## src/rtl/sampswitch_ctrl_if.sv

```systemverilog
// Sampling-switch control interface.
// The sequencer (master) receives the conversion request, continuous-mode
// enable and timing configuration, and drives the switch phases and status
// back to the analog front end and the comparator/SAR logic (slave).
//   start, cont          : conversion request / continuous mode
//   cfg_samp/nov/hold    : track, non-overlap and hold durations in clk cycles
//   sw_clk, sw_clk_bp    : main and bottom-plate switch controls (1 = closed)
//   hold_valid           : sampled value stable
//   busy, done           : sequencer active / one-cycle completion pulse
interface sampswitch_ctrl_if #(
  parameter int CNT_W = 8,
  parameter int NOV_W = 4
);
  logic             start;
  logic             cont;
  logic [CNT_W-1:0] cfg_samp;
  logic [NOV_W-1:0] cfg_nov;
  logic [CNT_W-1:0] cfg_hold;
  logic             sw_clk;
  logic             sw_clk_bp;
  logic             hold_valid;
  logic             busy;
  logic             done;

  modport master (
    input  start, cont, cfg_samp, cfg_nov, cfg_hold,
    output sw_clk, sw_clk_bp, hold_valid, busy, done
  );

  modport slave (
    output start, cont, cfg_samp, cfg_nov, cfg_hold,
    input  sw_clk, sw_clk_bp, hold_valid, busy, done
  );
endinterface

```

## src/rtl/sampswitch_ctrl.sv

```systemverilog
// Sampling-switch sequencer for the ADC front end.
// Generates registered, glitch-free track/hold phases: sw_clk (main switch),
// sw_clk_bp (bottom-plate switch, opens one cycle early), a programmable
// non-overlap gap, and hold_valid for the downstream SAR logic.
// Ports:
//   clk   : system clock, rising edge
//   rst_n : synchronous reset, active-low
//   sw    : sampswitch_ctrl_if master modport (requests/config in, phases/status out)
//
// state   | meaning
// --------+-----------------------------------------------------------
// IDLE    | waiting for start or cont; all outputs low
// SAMP    | tracking: sw_clk=1, sw_clk_bp=1 for max(cfg_samp,1) cycles
// BP_OPEN | bottom plate opened first: sw_clk=1, sw_clk_bp=0, 1 cycle
// NOV     | non-overlap gap, all switches open, cfg_nov cycles
// HOLD    | hold window: hold_valid=1 for max(cfg_hold,1) cycles
module sampswitch_ctrl #(
  parameter int CNT_W = 8,
  parameter int NOV_W = 4
) (
  input  logic               clk,
  input  logic               rst_n,
  sampswitch_ctrl_if.master  sw
);

  typedef enum logic [2:0] {
    IDLE    = 3'd0,
    SAMP    = 3'd1,
    BP_OPEN = 3'd2,
    NOV     = 3'd3,
    HOLD    = 3'd4
  } state_t;

  state_t           state, state_d;
  logic [CNT_W-1:0] cnt, cnt_d;
  logic [NOV_W-1:0] nov_sh, nov_sh_d;
  logic [CNT_W-1:0] hold_sh, hold_sh_d;
  logic             enter_samp;
  logic [CNT_W-1:0] samp_len, hold_len;
  logic             sw_clk_d, sw_clk_bp_d, hold_valid_d, busy_d, done_d;

  // Zero durations are promoted to one cycle. samp_len is taken from the live
  // config because the SAMP count is loaded on the same edge the shadows are.
  assign samp_len = (sw.cfg_samp == '0) ? CNT_W'(1) : sw.cfg_samp;
  assign hold_len = (hold_sh == '0) ? CNT_W'(1) : hold_sh;

  always_comb begin
    state_d    = state;
    cnt_d      = cnt;
    nov_sh_d   = nov_sh;
    hold_sh_d  = hold_sh;
    enter_samp = 1'b0;
    done_d     = 1'b0;

    // cnt holds the number of cycles remaining after the current one, so a
    // state ends when cnt reaches 0; it never decrements past 0.
    case (state)
      IDLE: begin
        if (sw.start || sw.cont) enter_samp = 1'b1;
      end
      SAMP: begin
        if (cnt == '0) state_d = BP_OPEN;
        else           cnt_d   = cnt - CNT_W'(1);
      end
      BP_OPEN: begin
        if (nov_sh == '0) begin
          state_d = HOLD;
          cnt_d   = hold_len - CNT_W'(1);
        end else begin
          state_d = NOV;
          cnt_d   = CNT_W'(nov_sh) - CNT_W'(1);
        end
      end
      NOV: begin
        if (cnt == '0) begin
          state_d = HOLD;
          cnt_d   = hold_len - CNT_W'(1);
        end else begin
          cnt_d = cnt - CNT_W'(1);
        end
      end
      HOLD: begin
        if (cnt == '0) begin
          if (sw.cont) begin
            enter_samp = 1'b1;
          end else begin
            state_d = IDLE;
            done_d  = 1'b1;
          end
        end else begin
          cnt_d = cnt - CNT_W'(1);
        end
      end
      default: state_d = IDLE;
    endcase

    // Every SAMP entry re-latches the configuration, so mid-sequence cfg
    // changes only apply from the next conversion.
    if (enter_samp) begin
      state_d   = SAMP;
      cnt_d     = samp_len - CNT_W'(1);
      nov_sh_d  = sw.cfg_nov;
      hold_sh_d = sw.cfg_hold;
    end

    // Outputs are decoded from the next state and registered, so they change
    // on the same edge as the state and never glitch.
    sw_clk_d     = (state_d == SAMP) || (state_d == BP_OPEN);
    sw_clk_bp_d  = (state_d == SAMP);
    hold_valid_d = (state_d == HOLD);
    busy_d       = (state_d != IDLE);
  end

  always_ff @(posedge clk) begin
    if (!rst_n) begin
      state         <= IDLE;
      cnt           <= '0;
      nov_sh        <= '0;
      hold_sh       <= '0;
      sw.sw_clk     <= 1'b0;
      sw.sw_clk_bp  <= 1'b0;
      sw.hold_valid <= 1'b0;
      sw.busy       <= 1'b0;
      sw.done       <= 1'b0;
    end else begin
      state         <= state_d;
      cnt           <= cnt_d;
      nov_sh        <= nov_sh_d;
      hold_sh       <= hold_sh_d;
      sw.sw_clk     <= sw_clk_d;
      sw.sw_clk_bp  <= sw_clk_bp_d;
      sw.hold_valid <= hold_valid_d;
      sw.busy       <= busy_d;
      sw.done       <= done_d;
    end
  end

endmodule
```

## src/flat_wrapper.sv

```systemverilog
// flat-port wrapper written by rule: the top's interface ports become plain ports
module sampswitch_ctrl_flat 
#(
  parameter int CNT_W = 8,
  parameter int NOV_W = 4
)
  (clk, rst_n, sw_start, sw_cont, sw_cfg_samp, sw_cfg_nov, sw_cfg_hold, sw_sw_clk, sw_sw_clk_bp, sw_hold_valid, sw_busy, sw_done);
  sampswitch_ctrl_if #(.CNT_W(CNT_W), .NOV_W(NOV_W)) sw_i ();
  input  logic clk;
  input  logic rst_n;
  input wire logic [$bits(sw_i.start)-1:0] sw_start;
  input wire logic [$bits(sw_i.cont)-1:0] sw_cont;
  input wire logic [$bits(sw_i.cfg_samp)-1:0] sw_cfg_samp;
  input wire logic [$bits(sw_i.cfg_nov)-1:0] sw_cfg_nov;
  input wire logic [$bits(sw_i.cfg_hold)-1:0] sw_cfg_hold;
  output wire logic [$bits(sw_i.sw_clk)-1:0] sw_sw_clk;
  output wire logic [$bits(sw_i.sw_clk_bp)-1:0] sw_sw_clk_bp;
  output wire logic [$bits(sw_i.hold_valid)-1:0] sw_hold_valid;
  output wire logic [$bits(sw_i.busy)-1:0] sw_busy;
  output wire logic [$bits(sw_i.done)-1:0] sw_done;
  assign sw_i.start = sw_start;
  assign sw_i.cont = sw_cont;
  assign sw_i.cfg_samp = sw_cfg_samp;
  assign sw_i.cfg_nov = sw_cfg_nov;
  assign sw_i.cfg_hold = sw_cfg_hold;
  assign sw_sw_clk = sw_i.sw_clk;
  assign sw_sw_clk_bp = sw_i.sw_clk_bp;
  assign sw_hold_valid = sw_i.hold_valid;
  assign sw_busy = sw_i.busy;
  assign sw_done = sw_i.done;
  sampswitch_ctrl #(.CNT_W(CNT_W), .NOV_W(NOV_W)) u_core (.clk(clk), .rst_n(rst_n), .sw(sw_i));
endmodule
```

## config.mk

```make
export PLATFORM = sky130hd
export DESIGN_NAME = sampswitch_ctrl_flat
export DESIGN_NICKNAME = d
export VERILOG_FILES = /design/src/rtl/sampswitch_ctrl_if.sv /design/src/rtl/sampswitch_ctrl.sv /design/src/flat_wrapper.sv
export SDC_FILE = /design/constraint.sdc
export NUM_CORES = 1
export LEC_CHECK = 0
export ABC_AREA = 1
export CAP_MARGIN = 20
export CORE_MARGIN = 2
export CORE_UTILIZATION = 49
export CTS_CLUSTER_SIZE = 14
export DETAILED_ROUTE_END_ITERATION = 6
export HOLD_SLACK_MARGIN = 0.03
export PLACE_DENSITY = 0.76
export RECOVER_POWER = 50
export SLEW_MARGIN = 20
export SYNTH_ARGS = -nofsm -noshare
export SYNTH_HDL_FRONTEND = slang
export SYNTH_SLANG_ARGS = --single-unit
```

## constraint.sdc

```tcl
create_clock -name clk -period 1.6 [get_ports clk]
set_input_delay 0.32 -clock clk [delete_from_list [all_inputs] [get_ports clk]]
set_output_delay 0.32 -clock clk [all_outputs]
set_load 0.05 [all_outputs]
```

==> results.tsv <==
metric	value	unit
Required @ worst endpoint	1790	ps
Adder-Cell Fraction of Synth Area	3.27	%
failing checks	design-rule violations, negative setup slack	
flops & latches, synth	28	
Post-synth EDFFs	0	
worst reg-to-reg setup slack	-240	ps
post-synth top area cell	dfxtp_1	
crit-path cells	inv_2 > ha_1 > nand2_2 > nor2_4 > nor2_1 > nor2_2 > nand2_1 > nand2_1 > nand3_1 > nand4_1 > inv_1	
syn nets	314	
first-pass iteration count of the detailed router	7	
CP Buf/Inv Count	2	
number of synthesis warnings	0	
Post-Synth Simple-Gate Area	36.4	%
DP Area	0.00258	mm^2
max_cap viols	0	
crit path DAT	2030	ps
Final Setup Violations	26	
Static Leak	1.37	nW
Congestion Overflow GR	0	
top-area cell type share of the netlist area	29.3	%
Compound-Gate Fraction of Synth Area	14.3	%
vias per cell	6.02	
Final Hold Vio Count	0	
Cells after DPL	406	
Ports	29	
clk_lat worst skew	280	ps
vias in the first global route	2265	
site row count	22	
Synth area leaders	dfxtp_1 29%, nor2_1 9.8%, nand2_1 8.6%	
DP Wirelength	4120	um
CTS root buffer	clkbuf_8	
total power	5.40	mW
maximum vdd drop	882	uV
R2R Path Start	u_core.cnt[1]	
main combinational cell family by area after synthesis	simple AND/OR/NAND/NOR gates	
Final min period	1840	ps
NumNets Final	409	
Worst-path clk slew	110	ps
Pins Over Slew Limit	0	
synthesized cell area	0.00191	mm^2
area grow syn2layout	59.2	%
xor-xnor portion of the synthesized cell area	5.04	%
initial antenna violation count	0	
Antenna Nets Post-Route	0	
Inserted Diodes	0	
Tcrit/Tclk final	115	%
Clock Sinks	28	
Slew @ Worst Pin	597	ps
Max Buffers Root-to-Sink	2	
sequential-to-total area share from yosys stat	29.3	%
DRC	2	
largest net degree at the start of global routing	17	
Hold EP	u_core.cnt[7]	
Starting Density	51.4	%
hold path cells	3	
First DRT Iteration DRCs	350	
post-route insts no fill	427	
die span in y	66.5	um
startpoint types	register	
Synth Instances	285	
GRT Util Overall	29.1	%
via count	2571	
gpl congestion	0.970	
global-route wire length before repair	9960	um
post-synthesis async set-or-reset flop share	0	%
Distinct cells, synth	33	
Max Fclk	545	MHz
hold_sp	sw_cfg_samp[7]	
multiplexer area fraction after synthesis	0	%
pre-CTS WS	-548	ps
share of layout cells above drive strength 1	40.4	%
CTS tree	yes	
final instance area	0.00304	mm^2
CP most frequent cell	nand2_1	
critical path endpoint category	register	
Worst Reg-to-Reg Cells	11	
P per Cell Area	1770	mW/mm^2
DRT Wirelength	7640	um
worst setup path startpoint	u_core.cnt[1]	
Primary FF master, synth	dfxtp_1	
die width	66.5	um
fin util	81.9	%
HP Class	in2reg	
delay-heaviest family, CP	simple AND/OR/NAND/NOR gates	
Syn Area/Cell	6.71	um^2
H-Tree Depth	1	
Port-buffer cells	28	
critical path type	reg2reg	
CP max-delay cell	dfxtp_1	
RSZ-0062 raised after global routing	true	
CORE AREA	0.00372	mm^2
final worst slack	-235	ps
outcome	finished, violations left	
Wirelength per Cell	17.9	um
R2R Path End	u_core.cnt[6]	
Die ar.	0.00442	mm^2
worst relative slew slack	60.4	%
crit-path max FO	4	
final clock skew	15.7	ps
CTS buffer count	3	
CP max stage delay	340	ps
CTS Hold Bufs	0	
timing repair:
action                     CTS  global route
setup buffers               13             4
pin swaps                   17            16
setup endpoints to repair   15            23
resized for setup           38            58
registers in the layout, indices dropped and copies added, names as in the netlist:
register / flops
u_core.sw.hold_valid: 1
u_core.sw.sw_clk_bp: 1
u_core.cnt: 8
u_core.sw.done: 1
u_core.state: 3
u_core.nov_sh: 4
u_core.sw.sw_clk: 1
u_core.hold_sh: 8
u_core.sw.busy: 1
cells by family (layout without fill, tap and decap cells):
family,after synthesis,in the layout
fa+ha+maj,5,5
buf+inv,50,144
xor+xnor,11,11
simple gates,149,149
flops,28,28
compound gates,42,42
synthesized netlist by cell type, types with 3 or more instances:
library cell  instances
o211ai_1              3
nand4_1               8
nand2_1              44
nor3_1                5
nor2_4                3
a211oi_1             11
dfxtp_1              28
inv_1                42
nand2_4               3
xor2_1                7
o21ai_0              11
or2_2                 4
xnor2_1               4
ha_1                  5
nand3_1              26
buf_6                 4
a21oi_1               8
nor2_1               50
cell usage in the layout (no fill, tap or decap), types with 2 or more instances in the layout:
cell type,netlist,layout
ha_1,5,3
nand3_4,0,4
nor2_2,1,14
inv_2,0,8
or2_2,4,2
buf_4,0,65
clkbuf_1,1,5
a21oi_1,8,7
o21ai_0,11,10
nand4_1,8,8
clkdlybuf4s50_1,0,16
xor2_1,7,6
dfxtp_1,28,17
nand2_2,2,7
nand3_1,26,21
nand3_2,2,3
buf_6,4,2
o211ai_1,3,3
clkbuf_8,0,4
inv_1,42,33
xnor2_1,4,3
dlygate4sd2_1,0,3
nand2_4,3,3
nor3_1,5,4
or2_4,0,2
nor2_4,3,8
a211oi_2,0,6
nor2_1,50,32
ha_4,0,2
nand2_1,44,38
clkdlybuf4s15_1,0,4
dfxtp_2,0,11
a311oi_1,2,2
a211oi_1,11,5
area by class of cell:
type                            count  area, um^2
Sequential cell                    28         574
Timing Repair Buffer               96         776
Fill cell                         215         673
Tap cell                           48        60.1
Multi-Input combinational cell    207        1400
Inverter                           44         176
Clock buffer                        4        55.1
power by group:
group	internal (mW)	switching, mW	leakage [nW]
logic	1.59	2.22	1.10
clock network	0.221	0.239	0.0288
registers	0.926	0.205	0.235
total	2.73	2.66	1.37
worst max path at each step:
stage / end / slack [ps] / cells past startpoint
floorplan: u_core.cnt[4] / -30 / 11
global placement: u_core.cnt[6] / -460 / 10
detailed placement: u_core.cnt[6] / -550 / 10
CTS: u_core.cnt[4] / -40 / 11
global route: u_core.cnt[7] / -280 / 10
finish: u_core.cnt[6] / -240 / 11
metal layers:
layer	global-route usage (%)	part of all wire [%]	wire, um	up-vias
met5	0	0	0	-
met2	50.4	50	3800	199
met1	35.0	35	2660	1190
met3	3.55	9.6	737	60
met4	15.3	5.8	445	0
li1	-	-	-	1122
worst register-to-register path, cell delays in order (launching register included):
cell,delay [ps]
dfxtp_1,340
inv_2,70
ha_1,270
nand2_2,110
nor2_4,150
nor2_1,90
nor2_2,260
nand2_1,100
nand2_1,100
nand3_1,100
nand4_1,110
inv_1,50
through the flow:
stage | hold WS [ps] | setup TNS, ps
2_1_floorplan | 399 | -28.6
3_3_place_gp | 511 | -3600
3_5_place_dp | 516 | -4850
4_1_cts | 513 | -55.0
5_1_grt | 471 | -4400
6_report | 485 | -2310
No activity file was read; power rests on OpenSTA's default activity.
